## src/rtl/prv32_muldiv_ctrl.sv

```systemverilog
// prv32_muldiv_ctrl: iterative RV32M multiply/divide sequencer built around a shared external ALU.
// Multiplication is shift-and-add over magnitudes. Division is restoring division over magnitudes.
// Signs are applied in FIX.
//
// Optional feature: define PRV32_MULDIV_EARLY_OUT_EN to finish divide-by-zero and signed
// divide overflow directly from PREP, without using any ALU cycles.
//
// Ports:
//   clk, rst_n          clock, asynchronous active-low reset
//   start, op, rs1, rs2 request pulse, RV32M funct3 and operands (sampled in IDLE only)
//   busy, done, result  busy in PREP/ITER/FIX, one-cycle done pulse, held result
//   alu_a, alu_b, alu_fn operands and function to the shared ALU (zero outside ITER)
//   alu_r, alu_cf       ALU result and carry (for sub, carry = no borrow)
module prv32_muldiv_ctrl (
    input  logic        clk,
    input  logic        rst_n,
    input  logic        start,
    input  logic [2:0]  op,
    input  logic [31:0] rs1,
    input  logic [31:0] rs2,
    output logic        busy,
    output logic        done,
    output logic [31:0] result,
    output logic [31:0] alu_a,
    output logic [31:0] alu_b,
    output logic [3:0]  alu_fn,
    input  logic [31:0] alu_r,
    input  logic        alu_cf
);

    localparam int unsigned XLEN = 32;
    localparam int unsigned CNTW = 5;
    localparam logic [3:0]      FN_ADD    = 4'b0000;
    localparam logic [3:0]      FN_SUB    = 4'b0001;
    localparam logic [CNTW-1:0] LAST_STEP = CNTW'(31);

    typedef enum logic [2:0] {S_IDLE, S_PREP, S_ITER, S_FIX, S_DONE} state_t;

    state_t            state_q, state_n;
    logic [2:0]        op_q, op_n;
    logic [XLEN-1:0]   a_q, a_n, b_q, b_n;
    logic [XLEN-1:0]   hi_q, hi_n, lo_q, lo_n;     // {hi,lo} = product, or {rem,quot}
    logic [XLEN-1:0]   mcand_q, mcand_n;           // multiplicand or divisor magnitude
    logic              neg_q, neg_n, dz_q, dz_n;
    logic [CNTW-1:0]   cnt_q, cnt_n;
    logic [XLEN-1:0]   result_n, alu_a_n, alu_b_n;
    logic [3:0]        alu_fn_n;
    logic              busy_n, done_n;

    // Operand decode for the captured request.
    logic              is_div, a_signed, b_signed, a_neg, b_neg, b_zero, res_neg;
    logic [XLEN-1:0]   a_mag, b_mag;

    assign is_div   = op_q[2];
    assign a_signed = op_q[2] ? ~op_q[0] : (op_q[1:0] != 2'b11);
    assign b_signed = op_q[2] ? ~op_q[0] : ~op_q[1];
    assign a_neg    = a_signed & a_q[XLEN-1];
    assign b_neg    = b_signed & b_q[XLEN-1];
    assign a_mag    = a_neg ? (~a_q + XLEN'(1)) : a_q;
    assign b_mag    = b_neg ? (~b_q + XLEN'(1)) : b_q;
    assign b_zero   = (b_q == '0);
    // Remainder takes the dividend's sign; everything else takes the XOR of the operand signs.
    assign res_neg  = (is_div && op_q[1]) ? a_neg : (a_neg ^ b_neg);

`ifdef PRV32_MULDIV_EARLY_OUT_EN
    logic              ovf;
    logic [XLEN-1:0]   early_val;
    assign ovf       = a_signed & is_div & (a_q == {1'b1, {(XLEN-1){1'b0}}}) & (b_q == '1);
    assign early_val = op_q[1] ? (b_zero ? a_q : '0)
                               : (b_zero ? '1 : {1'b1, {(XLEN-1){1'b0}}});
`endif

    // FIX: select the word and apply the recorded sign.
    logic              is_hi_mul;
    logic [XLEN-1:0]   sel, fix_val;

    always_comb begin
        is_hi_mul = !is_div && (op_q[1:0] != 2'b00);
        sel       = (is_div ? op_q[1] : is_hi_mul) ? hi_q : lo_q;
        fix_val   = sel;
        if (neg_q) begin
            // High word of a negated 64-bit product borrows the carry out of the low word.
            if (is_hi_mul) fix_val = ~hi_q + XLEN'(lo_q == '0);
            else           fix_val = ~sel + XLEN'(1);
        end
        // Signed quotient of a divide by zero is all ones whatever the dividend sign.
        if (is_div && !op_q[1] && dz_q) fix_val = '1;
    end

    // Next-state, datapath and output logic.
    always_comb begin
        state_n  = state_q;
        op_n     = op_q;
        a_n      = a_q;
        b_n      = b_q;
        hi_n     = hi_q;
        lo_n     = lo_q;
        mcand_n  = mcand_q;
        neg_n    = neg_q;
        dz_n     = dz_q;
        cnt_n    = cnt_q;
        result_n = result;
        alu_a_n  = '0;
        alu_b_n  = '0;
        alu_fn_n = FN_ADD;

        case (state_q)
            S_IDLE: begin
                if (start) begin
                    state_n = S_PREP;
                    op_n    = op;
                    a_n     = rs1;
                    b_n     = rs2;
                end
            end
            S_PREP: begin
                hi_n    = '0;
                lo_n    = a_mag;
                mcand_n = b_mag;
                neg_n   = res_neg;
                dz_n    = b_zero;
                cnt_n   = '0;
                state_n = S_ITER;
`ifdef PRV32_MULDIV_EARLY_OUT_EN
                if (is_div && (b_zero || ovf)) begin
                    state_n  = S_DONE;
                    result_n = early_val;
                end
`endif
            end
            S_ITER: begin
                if (is_div) begin
                    // Restoring step: hi[31] is the bit shifted out of the 33-bit partial remainder.
                    if (alu_cf || hi_q[XLEN-1]) begin
                        hi_n = alu_r;
                        lo_n = {lo_q[XLEN-2:0], 1'b1};
                    end else begin
                        hi_n = {hi_q[XLEN-2:0], lo_q[XLEN-1]};
                        lo_n = {lo_q[XLEN-2:0], 1'b0};
                    end
                end else begin
                    if (lo_q[0]) {hi_n, lo_n} = {alu_cf, alu_r, lo_q[XLEN-1:1]};
                    else         {hi_n, lo_n} = {1'b0, hi_q, lo_q[XLEN-1:1]};
                end
                cnt_n = cnt_q + CNTW'(1);
                if (cnt_q == LAST_STEP) state_n = S_FIX;
            end
            S_FIX: begin
                result_n = fix_val;
                state_n  = S_DONE;
            end
            S_DONE: begin
                state_n = S_IDLE;
            end
            default: begin
                state_n = S_IDLE;
            end
        endcase

        busy_n = (state_n == S_PREP) || (state_n == S_ITER) || (state_n == S_FIX);
        done_n = (state_n == S_DONE);
        // ALU operands are registered so they present the coming step's values.
        if (state_n == S_ITER) begin
            alu_fn_n = is_div ? FN_SUB : FN_ADD;
            alu_a_n  = is_div ? {hi_n[XLEN-2:0], lo_n[XLEN-1]} : hi_n;
            alu_b_n  = mcand_n;
        end
    end

    // State and registered outputs.
    always_ff @(posedge clk or negedge rst_n) begin
        if (!rst_n) begin
            state_q <= S_IDLE;
            op_q    <= '0;
            a_q     <= '0;
            b_q     <= '0;
            hi_q    <= '0;
            lo_q    <= '0;
            mcand_q <= '0;
            neg_q   <= 1'b0;
            dz_q    <= 1'b0;
            cnt_q   <= '0;
            result  <= '0;
            busy    <= 1'b0;
            done    <= 1'b0;
            alu_a   <= '0;
            alu_b   <= '0;
            alu_fn  <= FN_ADD;
        end else begin
            state_q <= state_n;
            op_q    <= op_n;
            a_q     <= a_n;
            b_q     <= b_n;
            hi_q    <= hi_n;
            lo_q    <= lo_n;
            mcand_q <= mcand_n;
            neg_q   <= neg_n;
            dz_q    <= dz_n;
            cnt_q   <= cnt_n;
            result  <= result_n;
            busy    <= busy_n;
            done    <= done_n;
            alu_a   <= alu_a_n;
            alu_b   <= alu_b_n;
            alu_fn  <= alu_fn_n;
        end
    end

endmodule

```

## config.mk

```make
export PLATFORM = sky130hd
export DESIGN_NAME = prv32_muldiv_ctrl
export DESIGN_NICKNAME = d
export VERILOG_FILES = /design/src/rtl/prv32_muldiv_ctrl.sv
export SDC_FILE = /design/constraint.sdc
export NUM_CORES = 1
export LEC_CHECK = 0
export BUFFER_PORTS_ARGS = -buffer_cell sky130_fd_sc_hd__buf_4
export CORE_ASPECT_RATIO = 0.75
export CORE_MARGIN = 4
export CORE_UTILIZATION = 51
export DETAILED_ROUTE_END_ITERATION = 16
export PLACE_DENSITY = 0.71
export SETUP_SLACK_MARGIN = 0.02
export SYNTH_ARGS = -nofsm -noshare
export SYNTH_HDL_FRONTEND = slang
export SYNTH_SLANG_ARGS = --single-unit
```

## constraint.sdc

```tcl
create_clock -name clk -period 11 [get_ports clk]
set_input_delay 3.3 -clock clk [delete_from_list [all_inputs] [get_ports clk]]
set_output_delay 3.3 -clock clk [all_outputs]
set_load 0.05 [all_outputs]
```

==> impl_results.md, run 1 <==
- Reg2reg setup slack: 6.11 ns
- Reg2reg path depth: 12
- ANT cells: 0
- Fin. Hold Viols: 0
- Die Wd: 208.6 um
- Crit-path max cell delay: 0.69 ns
- I/O Buffers: roughly 200
- Yosys top cell area share: 44.21%
- Ports: 205
- Drt pass-1 iters: 5
- Antenna Violating Nets Remaining: 0
- Largest net degree at the start of global routing: around 120
- Initial Util: 52.39%
- DIE AREA: 0.03306 mm2
- Worst Path Buf+Inv: 0
- MaxCap Viol Count: 0
- Static Leakage: 7.650 nW
- Setup TNS: 0 ns
- DRT iter0 DRCs: 1354
- Status: finished clean
- Top delay family on crit path: simple AND/OR/NAND/NOR gates
- Worst Path Arrival: 5.37 ns
- CTS tree: done
- Setup CP Type: reg -> reg
- Fmax: 204.7 MHz
- Setup Buffers After CTS: 0
- Register bit total from synthesis: about 270
- TritonCTS Buffers: 28
- Most frequent cells in the layout: dfrtp_1 (270), buf_4 (222), nor2_1 (189)
- Power per cell area: 372.8 mW/mm2
- Post-synthesis cell count: approximately 1600
- Worst-Margin Slew: 1.221 ns
- Ratio of cells with drive above 1 in the final layout: between 20% and 30%
- Routability-driven placement congestion ratio: approximately 0.98
- Ys async rst share: 100.0%
- Netlist Area Pre-Place: 0.01540 mm2
- Number of flops mapped to enable cells by yosys: 0
- Core area: 0.02939 mm2
- Critical Path Stages: 12
- Die Y-Extent: about 160 um
- Synth Area per Inst: ~9.4 um2
- CTS Hold Buffers Added: 0
- Crit-path slowest cell: or4b_2
- Slew headroom: 18.61%
- DRC: 0
- Area of the multi-input gates: 0.008033 mm2
- Clock skew: 0.01733 ns
- H-tree levels: 1
- First-pass GRT wire length: 76.24 mm
- Clock latency on the worst-skew pair: 0.58 ns
- Unique masters post-synth: 73
- Final worst slack: 6.114 ns
- DR vias/cell: 6.259
- Max IR drop VDD: 181.7 uV
- Final period utilization: 44.42%
- Worst min path class: reg -> reg
- RSZ-0062 raised after global routing: no
- Most common cell after layout, fill and taps aside: dfrtp_1
- DR vias: 13600
- CP endpoint kind: register
- Wire per inst: approximately 23 um
- Required time of the critical path: 11.49 ns
- Gr ovfl total: 0
- CTS sink count: ~270
- Initial antenna violation count: 1
- Crit path cell chain: or4_1, nor4b_2, nand3_1, nor4_1, ha_1, ha_1, or4b_2, or4_1, or4_4, xor2_1, o22ai_2, nor3_1
- Rows: 54
- Post-synthesis sequential area ratio: between 40% and 50%
- Ys flop type: dfrtp_1
- Largest cells by area after synthesis: dfrtp_1 (44%), mux2i_1 (5.7%), mux2_2 (5.0%)
- Critical path launch point type: register
- Area growth syn-to-layout: 17.00%
- Gr usage total: 28.93%
- Tmin final: 4.886 ns
- Register area: 0.006812 mm2
- # fillers: about 2500
- Syn. warnings: 0
- Place WS: 5.985 ns
- Hold path cells: 2
- Root Buffer: clkbuf_16
- Clock-pin slew on the worst setup and hold paths: 0.07 ns
- DP Wirelength: 34.35 mm
- Post-CTS sizing: 0
- CP max FO: 8
- Largest area contributor in the netlist: dfrtp_1
- Slew Viols, Final: 0
- Final setup viols: 0
- Routed wire length: 49.37 mm
- Nets: 1869
- Vias in the first global route: 12960
- Clock Path Buffers: 3
[synth_stat cells, drive strengths merged, types with 9 or more instances]
library cell	number
inv	15
a22o	36
xor2	26
o22a	9
dfrtp	272
nand2	103
or3	22
xnor2	61
mux2	69
nand4	12
o21ai	84
clkbuf	115
mux2i	87
buf	24
a211oi	36
nor2	192
o221ai	27
or4	15
nor3	87
a21oi	93
nand3	15
o22ai	10
o31ai	21
o41ai	9
nor4	36
nor2b	56
[per-layer routing]
layer  vias up  GRT usage [%]  wire length (um)  part of all wire [%]
met3        98          6.303              4814                   9.8
li1       6215              -                 -                     -
met5         -              0                20                 0.041
met2       655          42.10             21010                    43
met1      6625          43.83             22070                    45
met4         2          8.199              1453                   2.9
[flip-flops by register name (all words and copies together), names as in the netlist]
signal and cells:
state_q 3, result 32, busy 1, a_q 32
dz_q 1, mcand_q 32, alu_a 32, cnt_q 5
hi_q 32, done 1, b_q 32, alu_fn 1
lo_q 32, op_q 3, alu_b 32, neg_q 1
[stage by stage]
stage | total power [W] | instances | area (um2) | hold slack, ns | util, %
2_1_floorplan | 0.004586 | 1644 | 15400 | 0.4382 | -
3_3_place_gp | 0.005639 | 2120 | 17080 | 0.4541 | 58.10
3_5_place_dp | 0.005702 | 2120 | 17080 | 0.4611 | 58.10
4_1_cts | 0.006688 | 2172 | 18010 | 0.4809 | 61.29
5_1_grt | 0.007131 | 2172 | 18010 | 0.4996 | 61.29
6_report | 0.006715 | 2172 | 18010 | 0.4784 | 61.29
[power by group]
group          total, W  internal [W]  switching [W]
Sequential      0.00208       0.00147       0.000611
Combinational   0.00367       0.00135        0.00233
Clock          0.000963      0.000547       0.000417
[logic make-up (layout without fill, tap and decap cells)]
logic type / after synthesis / in the layout / synth area share, %
DFF: 272 / 272 / 44.21
and+or+nand+nor: 578 / 578 / 18.55
xor gates and xnor gates: 87 / 87 / 4.949
adders and majority gates: 8 / 8 / 0.6501
muxes: 156 / 156 / 10.70
other: 1 / 3 / 0.02435
buffers and inverters: 155 / 291 / 3.974
AOI/OAI and AO/OA: 385 / 385 / 16.94
[path summary, 6_finish.rpt]
kind	from	to
hold reg to reg	mcand_q[16]	mcand_q[16]
hold / removal	mcand_q[16]	mcand_q[16]
setup reg to reg	lo_q[6]	result[30]
min in group asynchronous	rst_n	result[14]
setup / recovery	lo_q[6]	result[30]
max in group asynchronous	rst_n	alu_a[11]
[final cells by class]
class / instances / area share (%)
Multi-Input combinational cell: 1217 / 44.59
Sequential cell: 272 / 37.81
Timing Repair Buffer: 223 / 9.335
Clock buffer: 37 / 4.299
Tap cell: 392 / 2.723
Clock inverter: 15 / 0.9098
Inverter: 16 / 0.3334
[tightest hold or removal path, stage by stage (launching register included)]
cell and delay [ns]:
dfrtp_1 0.32, nand2_1 0.04, o21ai_0 0.07
No activity file was read; power rests on OpenSTA's default activity.
==> run 2: changes to the inputs <==
--- a/config.mk
+++ b/config.mk
@@ -10,7 +10,7 @@
 export CORE_MARGIN = 4
 export CORE_UTILIZATION = 51
 export DETAILED_ROUTE_END_ITERATION = 16
-export PLACE_DENSITY = 0.71
+export PLACE_DENSITY = 0.74
 export SETUP_SLACK_MARGIN = 0.02
 export SYNTH_ARGS = -nofsm -noshare
 export SYNTH_HDL_FRONTEND = slang
==> constraint.sdc (replaced) <==
create_clock -name clk -period 4.1 [get_ports clk]
set_input_delay 1.23 -clock clk [delete_from_list [all_inputs] [get_ports clk]]
set_output_delay 1.23 -clock clk [all_outputs]
set_load 0.05 [all_outputs]
==> impl_results.md, run 2 (synthesis gave the netlist of run 1 again) <==
- ANT cells: 0
- Power per cell area: 1004 mW/mm2
- Clock latency on the worst-skew pair: 0.58 ns
- Root Buffer: clkbuf_16
- Reg2reg path depth: 12
- Initial antenna violation count: 0
- CP max FO: 6
- Fmax: 252.1 MHz
- Fin. Hold Viols: 0
- Worst-Margin Slew: ~1.0 ns
- Clock-pin slew on the worst setup and hold paths: 0.07 ns
- DP Wirelength: 37.39 mm
- Required time of the critical path: about 4.6 ns
- Max IR drop VDD: 477.7 uV
- DR vias: 13830
- Final worst slack: 0.1326 ns
- First-pass GRT wire length: approximately 80 mm
- CP endpoint kind: register
- Area growth syn-to-layout: 19.98%
- Reg power frac: 28.6%
- Routed wire length: ~52 mm
- Vias in the first global route: roughly 13000
- Initial Util: 52.39%
- Largest net degree at the start of global routing: 102
- Nets: between 1500 and 2000
- MaxCap Viol Count: 0
- Static Leakage: 7.911 nW
- DR vias/cell: 6.239
- Critical path launch point type: register
- Most used routing layer: met1
- Final period utilization: 96.77%
- Setup CP Type: reg -> reg
- # fillers: between 2000 and 2500
- Status: finished clean
- Clock skew: 0.01158 ns
- Crit-path most repeated cell: or4_4
- M2 GR Usage: 44.62%
- Slew headroom: a little under a third
- Core area: 0.02939 mm2
- Internal Power: 0.009199 W
- RSZ-0062 raised after global routing: yes
- Die Y-Extent: 158.5 um
- Gr usage total: 30.48%
- Most common cell after layout, fill and taps aside: dfrtp_1
- Ratio of cells with drive above 1 in the final layout: 23.25%
- DIE AREA: 0.03306 mm2
- Wire per inst: 23.34 um
- Routability-driven placement congestion ratio: 0.9955
- Setup TNS: 0 ns
- Finished Layout Cells: between 2000 and 2500
- Slew Viols, Final: 0
- Power share of the clock group: 13.7%
- I/O Buffers: 201
- Tmin final: 3.967 ns
- Net Sw Power: 0.009353 W
- Antenna Violating Nets Remaining: 0
- Worst min path class: reg -> reg
- CTS sink count: 272
- Crit-path slowest cell: or4_4
- DRC: 0
- Crit path cell chain: or4_4, nor4b_4, nand3_2, nor4_4, ha_2, ha_4, or4b_4, or4_4, or4_4, xor2_1, o22ai_2, nor3_2
- DP Cell Count: 2164
- Met1 Track Usage GR: 44.68%
- Most frequent cells in the layout: dfrtp_1 (270), buf_4 (265), nor2_1 (189)
- TritonCTS Buffers: 28
- Ports: 205
- Die Wd: 208.6 um
- M3 GR Usage: 8.095%
- Clock Path Buffers: 3
- Gr ovfl total: 0
- CTS tree: done
- Final setup viols: 0
- Crit-path max cell delay: ~0.58 ns
- Place WS: -0.06312 ns
- Hold slack: around 0.47 ns
- Hold path cells: 2
- DRT iter0 DRCs: 1333
- Sw Share: 50.41%
- Comb power frac: 57.6%
- H-tree levels: 1
- Rows: 54
- Drt pass-1 iters: 5
- Worst Path Arrival: 4.47 ns
run 2: changes by cell type in the layout (fill, tap and decap cells not counted), moves of 3 or more:
cell | before | now
or4_1 | 14 | 11
or4_4 | 1 | 4
buf_4 | 222 | 265
nor4_1 | 35 | 32
buf_12 | 0 | 4
clkinv_2 | 7 | 2
run 2: final timing paths:
path,startpoint,to,slack (ns)
max in group asynchronous,rst_n,b_q[19],2.60
min,mcand_q[20],mcand_q[20],0.47
max,lo_q[4],result[30],0.13
min in group asynchronous,rst_n,result[17],0.71
min reg2reg,mcand_q[20],mcand_q[20],0.47
max reg2reg,lo_q[4],result[30],0.13
run 2: final cells by class:
class,instances,area (um2),area share (%)
Clock buffer,40,795.8,4.307
Sequential cell,272,6812,36.87
Multi-Input combinational cell,1217,8122,43.96
Timing Repair Buffer,270,2085,11.28
Inverter,16,60.06,0.3251
Clock inverter,9,110.1,0.5960
Tap cell,392,490.5,2.655
run 2: metrics by stage:
stage          cell area, um2  utilization [%]  power (W)
3_5_place_dp            17490            59.52    0.01574
4_1_cts                 18430            62.72    0.01838
2_1_floorplan           15460                -    0.01233
5_1_grt                 18470            62.86    0.01963
6_report                18470            62.86    0.01855
3_3_place_gp            17490            59.52    0.01561
run 2: metal layers:
metal  up-vias  share of wire, %
li1       6296                 -
met1      6746                44
met2       682                43
met3       101                10
met4         0               3.3
met5         -                 0
run 2: worst max-delay path: cells and delay by family, from the launching register on:
family,cells,cell delay [ns]
compound gates,1,0.08
xor+xnor,1,0.17
fa+ha+maj,2,0.41
flops,1,0.38
simple gates,8,2.86
run 2: timing repair:
action	4_1_cts	5_1_grt
gates resized for setup	5	4
endpoints found under the setup margin	2	3
cloned	0	0
pin swaps	2	8
setup buffers	1	2
hold buffers	0	0
hold endpoints to repair	0	0
run 2: power groups by stage:
stage | clock network [W] | logic (W) | registers, W
global route | 0.00270 | 0.0115 | 0.00547
finish | 0.00255 | 0.0107 | 0.00531
CTS | 0.00258 | 0.0105 | 0.00528
detailed placement | 0 | 0.0104 | 0.00531
floorplan | 0 | 0.00605 | 0.00628
global placement | 0 | 0.0104 | 0.00525
